--- config.mk ---
export PLATFORM = sky130hd
export DESIGN_NAME = sr_cmd_arb
export DESIGN_NICKNAME = d
export VERILOG_FILES = /design/src/rtl/sr_cmd_arb.sv
export SDC_FILE = /design/constraint.sdc
export NUM_CORES = 1
export LEC_CHECK = 0
export CORE_ASPECT_RATIO = 1.4
export CORE_MARGIN = 2
export CORE_UTILIZATION = 30
export DETAILED_ROUTE_END_ITERATION = 10
export PLACE_DENSITY = 0.53
export SETUP_SLACK_MARGIN = 0.05
export SYNTH_ARGS = -nofsm -noshare
export SYNTH_HDL_FRONTEND = slang
export SYNTH_SLANG_ARGS = --single-unit
--- constraint.sdc ---
create_clock -name clk -period 3.1 [get_ports clk]
set_input_delay 0.465 -clock clk [delete_from_list [all_inputs] [get_ports clk]]
set_output_delay 0.465 -clock clk [all_outputs]
set_load 0.005 [all_outputs]
--- src/rtl/sr_cmd_arb.sv ---
// Debounced set/clear request arbiter that issues one-cycle s/r commands to a downstream SR flop.
// Optional saturating conflict counter is built when SR_CMD_CONFLICT_CNT_EN is defined.
module sr_cmd_arb #(
    parameter int unsigned DEB_CYCLES   = 4,
    parameter int unsigned GUARD_CYCLES = 2,
    parameter int unsigned CLR_PRIORITY = 1
) (
    input  logic       clk,
    input  logic       rst,
    input  logic       set_req,
    input  logic       clr_req,
    output logic       s,
    output logic       r,
    output logic       busy,
    output logic       conflict,
    output logic [7:0] conflict_cnt
);

    localparam logic [1:0] StIdle  = 2'd0;
    localparam logic [1:0] StSet   = 2'd1;
    localparam logic [1:0] StClr   = 2'd2;
    localparam logic [1:0] StGuard = 2'd3;

    localparam logic [7:0] DebLast   = 8'(DEB_CYCLES - 1);
    localparam logic [7:0] GuardLast = (GUARD_CYCLES == 0) ? 8'd0 : 8'(GUARD_CYCLES - 1);

    // Channel 0 is set, channel 1 is clear.
    logic [1:0] req;
    logic [1:0] sync1_q, sync2_q, lvl_q, lvl_prev_q, armed_q, pend_q, pend_d, rise, served;
    logic [7:0] deb_cnt_q   [2];
    logic [7:0] quiet_cnt_q [2];
    logic [1:0] state_q, state_d;
    logic [7:0] guard_cnt_q, guard_cnt_d;
    logic       conflict_d;

    assign req  = {clr_req, set_req};
    // A channel only arms once its debounced input has been seen low, so a level that was
    // already high across reset never produces a command.
    assign rise = lvl_q & ~lvl_prev_q & armed_q;
    assign busy = (state_q != StIdle);

    always_ff @(posedge clk or posedge rst) begin
        if (rst) begin
            sync1_q    <= '0;
            sync2_q    <= '0;
            lvl_q      <= '0;
            lvl_prev_q <= '0;
            armed_q    <= '0;
            for (int i = 0; i < 2; i++) begin
                deb_cnt_q[i]   <= '0;
                quiet_cnt_q[i] <= '0;
            end
        end else begin
            sync1_q    <= req;
            sync2_q    <= sync1_q;
            lvl_prev_q <= lvl_q;
            for (int i = 0; i < 2; i++) begin
                if (sync2_q[i] == lvl_q[i]) begin
                    deb_cnt_q[i] <= '0;
                end else if (deb_cnt_q[i] == DebLast) begin
                    deb_cnt_q[i] <= '0;
                    lvl_q[i]     <= sync2_q[i];
                end else begin
                    deb_cnt_q[i] <= deb_cnt_q[i] + 8'd1;
                end
                if (!armed_q[i]) begin
                    if (sync2_q[i] || lvl_q[i]) begin
                        quiet_cnt_q[i] <= '0;
                    end else if (quiet_cnt_q[i] == DebLast) begin
                        armed_q[i] <= 1'b1;
                    end else begin
                        quiet_cnt_q[i] <= quiet_cnt_q[i] + 8'd1;
                    end
                    if (lvl_prev_q[i] && !lvl_q[i]) begin
                        armed_q[i] <= 1'b1;
                    end
                end
            end
        end
    end

    always_comb begin
        state_d     = state_q;
        guard_cnt_d = guard_cnt_q;
        served      = 2'b00;
        conflict_d  = 1'b0;
        unique case (state_q)
            StIdle: begin
                if (pend_q[0] && pend_q[1]) begin
                    conflict_d = 1'b1;
                    // The losing flag is discarded here; the winner is cleared when served.
                    if (CLR_PRIORITY != 0) begin
                        state_d = StClr;
                        served  = 2'b01;
                    end else begin
                        state_d = StSet;
                        served  = 2'b10;
                    end
                end else if (pend_q[0]) begin
                    state_d = StSet;
                end else if (pend_q[1]) begin
                    state_d = StClr;
                end
            end
            StSet: begin
                served      = 2'b01;
                state_d     = StGuard;
                guard_cnt_d = '0;
            end
            StClr: begin
                served      = 2'b10;
                state_d     = StGuard;
                guard_cnt_d = '0;
            end
            StGuard: begin
                if (guard_cnt_q == GuardLast) begin
                    state_d = StIdle;
                end else begin
                    guard_cnt_d = guard_cnt_q + 8'd1;
                end
            end
        endcase
        pend_d = (pend_q & ~served) | rise;
    end

    always_ff @(posedge clk or posedge rst) begin
        if (rst) begin
            state_q     <= StIdle;
            guard_cnt_q <= '0;
            pend_q      <= '0;
            s           <= 1'b0;
            r           <= 1'b0;
            conflict    <= 1'b0;
        end else begin
            state_q     <= state_d;
            guard_cnt_q <= guard_cnt_d;
            pend_q      <= pend_d;
            s           <= (state_d == StSet);
            r           <= (state_d == StClr);
            conflict    <= conflict_d;
        end
    end

`ifdef SR_CMD_CONFLICT_CNT_EN
    logic [7:0] conflict_cnt_q;

    always_ff @(posedge clk or posedge rst) begin
        if (rst) begin
            conflict_cnt_q <= '0;
        end else if (conflict_d && (conflict_cnt_q != 8'hFF)) begin
            conflict_cnt_q <= conflict_cnt_q + 8'd1;
        end
    end

    assign conflict_cnt = conflict_cnt_q;
`else
    assign conflict_cnt = 8'd0;
`endif

endmodule
Yosys cells after proc, flatten, opt, wreduce, memory -nomap -nowiden

Index checks and enable logic that the tools add are counted.

Add/sub/neg operators: 5
Equality and inequality tests: 15
Mux-type cells: 27
Bitwise gates (word level): 10
Reduce and logical (&&, ||, !) cells: 16

Operators with widths:

| kind                | count |
|---|---|
| $mux 8              | 9 |
| $add 8x1->8 const B | 5 |
| $eq 8x2->1 const B  | 4 |
| $pmux 8 s2          | 1 |
| $pmux 2 s3          | 2 |
| $mux 1              | 11 |
| $reduce_and 2->1    | 5 |
| $eq 8x1->1 const B  | 1 |
| $mux 2              | 4 |
| $and 2x2->2         | 3 |
| $eq 2x2->1 const B  | 3 |
| $ne 2x2->1 const B  | 3 |
| $eq 2x1->1 const B  | 2 |
| $not 1->1           | 4 |
| $not 2->2           | 2 |
| $reduce_bool 2->1   | 2 |
| $logic_and 1x1->1   | 3 |
| $eq 1x1->1          | 2 |
| $logic_not 1->1     | 2 |
| $logic_not 2->1     | 1 |
| $logic_or 1x1->1    | 2 |
| $or 2x2->2          | 1 |
| $reduce_or 2->1     | 1 |

Register bits after elaboration: 57
Input bits: 4
Output and inout bits: 12
Logic and storage cells: 89

Logic depth before layout (Yosys ltp)

Word-level depth: 6
Depth in mapped cells: 7
Depth with buffers taken out: 6

Worst setup path before layout

Ideal clock, no wire load.

Path kind: register -> register
From: register lvl_q[0]
To: register quiet_cnt_q[11] (netlist name)
Library setup time: 0.077 ns
Arrival: 1.619 ns
Data required time: 3.023 ns
Slack: 1.404 ns
Cell stages (with the launch flop): 8
Clock period less this slack: 1.696 ns
Cell sequence: dfrtp_1 inv_1 ha_1 buf_6 nor2b_4 a31oi_2 or3b_1 a21oi_1

Longest elaborated chain between the ends: 3
Elaborated cells on any way between the ends: 4

Ends and longest elaborated chain:

| what                              | RTL line | RTL |
|---|---|---|
| from (decl)                       | 29       | `logic [1:0] sync1_q, sync2_q, lvl_q, lvl_prev_q, armed_q, pend_q, pend_d, rise, served;` |
| from (signal, indexed assignment) | 62       | `lvl_q[i] <= sync2_q[i];` |
| $logic_or 1x1->1 (*)              | 67       | `if (sync2_q[i] \|\| lvl_q[i]) begin` |
| $ne 2x2->1 (no line)              | n/a      |  |
| $reduce_and 2->1 (no line)        | n/a      |  |
| to (signal, indexed assignment)   | 72       | `quiet_cnt_q[i] <= quiet_cnt_q[i] + 8'd1;` |
| to (decl)                         | 31       | `logic [7:0] quiet_cnt_q [2];` |

Mark *: on every way between the ends. The rest lies on a longest branch, timed or not.
A chain may end at the register's enable or synchronous reset.

Final worst setup path

From: register state_q[0]
To: output port busy

Longest elaborated chain between the ends: 1

Ends and longest elaborated chain:

| what                   | RTL line | RTL |
|---|---|---|
| from (decl)            | 32       | `logic [1:0] state_q, state_d;` |
| from (signal assigned) | 128      | `state_q <= StIdle;` |
| from (signal assigned) | 135      | `state_q <= state_d;` |
| $reduce_bool 2->1      | 40       | `assign busy = (state_q != StIdle);` |
| to (decl)              | 14       | `output logic busy,` |

Every way passes these cells.

==> qor.csv <==
stage;metric;value;unit
clock_tree;Reg clk slew, reported paths;50;ps
sta;fin crit share;70.8;%
run;MaxCap Viol Count;0;
worst_setup_path;crit path to;busy;
routing;via/cell ratio;4.88;
global_routing;initial antenna violation count;0;
worst_hold_path;HP Class;reg -> reg;
layout;Fillers;890;
sta;Setup-failing EPs final;0;
worst_setup_path;worst-case reg-to-reg path depth;6;
synth;top cells by count, synth;57 x dfrtp_1, 26 x nor2_1, 19 x nand3_1, 19 x o21ai_0, 18 x inv_1;
worst_setup_path;critical register-to-register path endpoint;quiet_cnt_q[11];
floorplan;Die W;85.7;um
sta;Hold Fails Final Rpt;0;
synth;number of flops mapped to enable cells by yosys;0;
worst_setup_path;max incr delay on CP;500;ps
routing;via count;1957;
synth;ys flop type;dfrtp_1;
global_routing;gr usage total;10.8;%
pwr;Switch Pwr;0.816;mW
clock_tree;Root Buffer;clkbuf_16;
sta;clock period minus worst slack;2200;ps
clock_tree;postcts setup bufs;0;
worst_setup_path;critical path endpoint category;output port;
floorplan;Core Area;9030;um^2
routing;initial DRC count;111;
layout;synthesis-to-finish area growth;16.7;%
worst_setup_path;CP most frequent cell;inv_1;
floorplan;IO Count;16;
placed_design;PortBufs;7;
floorplan;die height;118;um
synth;Syn Area/Cell;10.2;um^2
layout;layout cells sized above 1;9.52;%
layout;Final nets;305;
sta;RSZ-0062 raised after global routing;no;
worst_setup_path;slowest CP cell;clkdlybuf4s50_1;
worst_setup_path;crit path max fanout;6;
layout;n_diodes;0;
synth;Post-synth ARST share;100;%
pwr;clock power share;38.2;%
layout;Finished Cell Area;3270;um^2
routing;DRT Pass-1 Iters;4;
worst_setup_path;Worst Setup Start Kind;flop;
global_routing;largest net degree at the start of global routing;24;
routing;final antenna-violating net count;0;
global_routing;grt ovf;0;
clock_tree;CTS buffer count;9;
worst_setup_path;CP required;2630;ps
clock_tree;Clock Latency Late Sink;320;ps
routing;DRC;0;
sta;Slew HR;65.0;%
placed_design;HPWL after DPL;3510;um
synth;synth warn;0;
clock_tree;H-tree depth;3;
clock_tree;Hold Buf Count CTS;0;
pwr;Pint;1.85;mW
global_routing;vias in the first global route;1949;
synth;Netlist cell types;46;
clock_tree;CTS resizes;0;
pwr;Leakage;1.48;nW
sta;TNS Setup;0;ps
clock_tree;Clock Sinks;57;
synth;Cells after Synth;275;
sta;Max Slew Vio Count;0;
pwr;Max VDD drop;0.385;mV
worst_setup_path;CP cell instances;inv_1, ha_1, inv_1, clkdlybuf4s50_1;
global_routing;first-pass GRT wire length;8670;um
worst_setup_path;WS Path Type;reg -> out;
run_status;status;finished clean;
synth;top-count cell post-synth;dfrtp_1;
floorplan;die area;10100;um^2
sta;Max Clock Skew;6.18;ps
placed_design;DP Area;2960;um^2
synth;share of the synthesized area in the top cell type;50.9;%
synth;number of synthesized register bits;57;
worst_setup_path;crit path launch;state_q[0];
placed_design;gpl congestion;0.796;
clock_tree;CTS tree;built;
floorplan;initial core utilization;31.0;%
floorplan;num rows;41;
worst_setup_path;r2r setup slk;1230;ps
synth;Post-Syn Area;2800;um^2
sta;Fmax achieved;456;MHz
synth;post-synth top area cell;dfrtp_1;
worst_setup_path;critical path arrival;1730;ps
pwr;Reg power frac;37.5;%
sta;Worst Max-Slew Pin Slew;520;ps
worst_setup_path;RR Startpoint;lvl_q[0];
pwr;Net Sw Frac;30.6;%
synth;Synth area leaders;dfrtp_1 51%, ha_1 4.9%, nor2_1 3.5%, nand3_1 3.4%, o21ai_0 3.4%;
pwr;power per cell area;815;nW/um^2
pwr;share of total power in combinational logic;24.4;%
routing;WL/cell;12.3;um
routing;routed wire length;4950;um
synth;Seq/Total Area, Yosys;50.9;%
clock_tree;CTS Buffer Depth;2;
registers in the layout, indices dropped and copies added, names as in the netlist:
name         count
deb_cnt_q       16
quiet_cnt_q     16
guard_cnt_q      8
armed_q          2
lvl_prev_q       2
lvl_q            2
pend_q           2
state_q          2
sync1_q          2
sync2_q          2
conflict         1
r                1
s                1
kinds of logic (layout without fill, tap and decap cells):
| group | count (synthesis) | after routing | synth area share, % |
|---|---|---|---|
| adder cells (fa/ha/maj) | 11 | 11 | 4.91 |
| flip-flops | 57 | 57 | 50.9 |
| XOR/XNOR | 15 | 15 | 4.69 |
| AO/OA/AOI/OAI | 53 | 53 | 12.1 |
| buffers and inverters | 30 | 42 | 5.67 |
| other | 1 | 8 | 0.134 |
| multiplexers | 4 | 4 | 1.43 |
| AND/OR/NAND/NOR | 104 | 104 | 20.2 |
cell usage in the layout (no fill, tap or decap), drive strengths merged, types with 4 or more instances in the layout:
cell type	netlist	routed
nand2	16	16
a21oi	13	13
nor2b	7	7
and3	7	7
xor2	8	8
clkbuf	1	13
xnor2	7	7
nor4	5	5
mux2i	4	4
inv	18	18
nor2	26	26
nand2b	5	5
o21ai	20	20
nand3	19	19
and2	4	4
dfrtp	57	57
ha	11	11
clkdlybuf4s50	0	7
conb	1	8
per-stage QoR:
stage	total power [mW]	hold WS [ps]	cells	utilization, %	worst slack (ps)
5_1_grt	2.86	357	401	36.2	797
6_report	2.67	350	401	36.2	905
3_5_place_dp	1.66	340	386	32.7	1220
3_3_place_gp	1.66	334	386	32.7	1270
4_1_cts	2.70	352	401	36.2	909
2_1_floorplan	1.51	331	282	-	1240
area by class of cell:
cell class                      count  area, um^2  area share [%]
Clock buffer                       13         280            8.57
Clock inverter                      2        35.0            1.07
Inverter                           18        67.6            2.07
Multi-Input combinational cell    195        1240            38.0
Sequential cell                    57        1430            43.6
Tap cell                          107         134            4.09
Timing Repair Buffer                9        85.1            2.60
worst min-delay path by stage:
stage,start,end,slack (ps),cells past startpoint
floorplan,sync1_q[0],sync2_q[0],330,0
global placement,sync1_q[1],sync2_q[1],330,0
detailed placement,sync1_q[1],sync2_q[1],340,0
CTS,sync1_q[1],sync2_q[1],350,0
global route,sync1_q[1],sync2_q[1],360,0
finish,sync1_q[1],sync2_q[1],350,0
power groups by stage:
stage	Clock (mW)	Sequential, mW	Combinational [mW]
floorplan	0	0.981	0.526
global placement	0	1.01	0.649
detailed placement	0	1.01	0.650
CTS	1.05	1.00	0.656
global route	1.08	1.02	0.757
finish	1.02	0.999	0.649
routing by layer:
metal  vias up  GRT usage [%]  part of all wire (%)
met1       938           12.4                    45
met2        34           17.7                    49
met3        12           2.93                   3.6
met4         0           6.05                   2.9
li1        973              -                     -
met5         -              0                     0
worst max-delay path: cells and delay by family (launching register included):
family                   cells  cell delay, ps
buffers and inverters        3             720
flip-flops                   1             440
adder cells (fa/ha/maj)      1             260
Power figures use the tool's default switching activity.
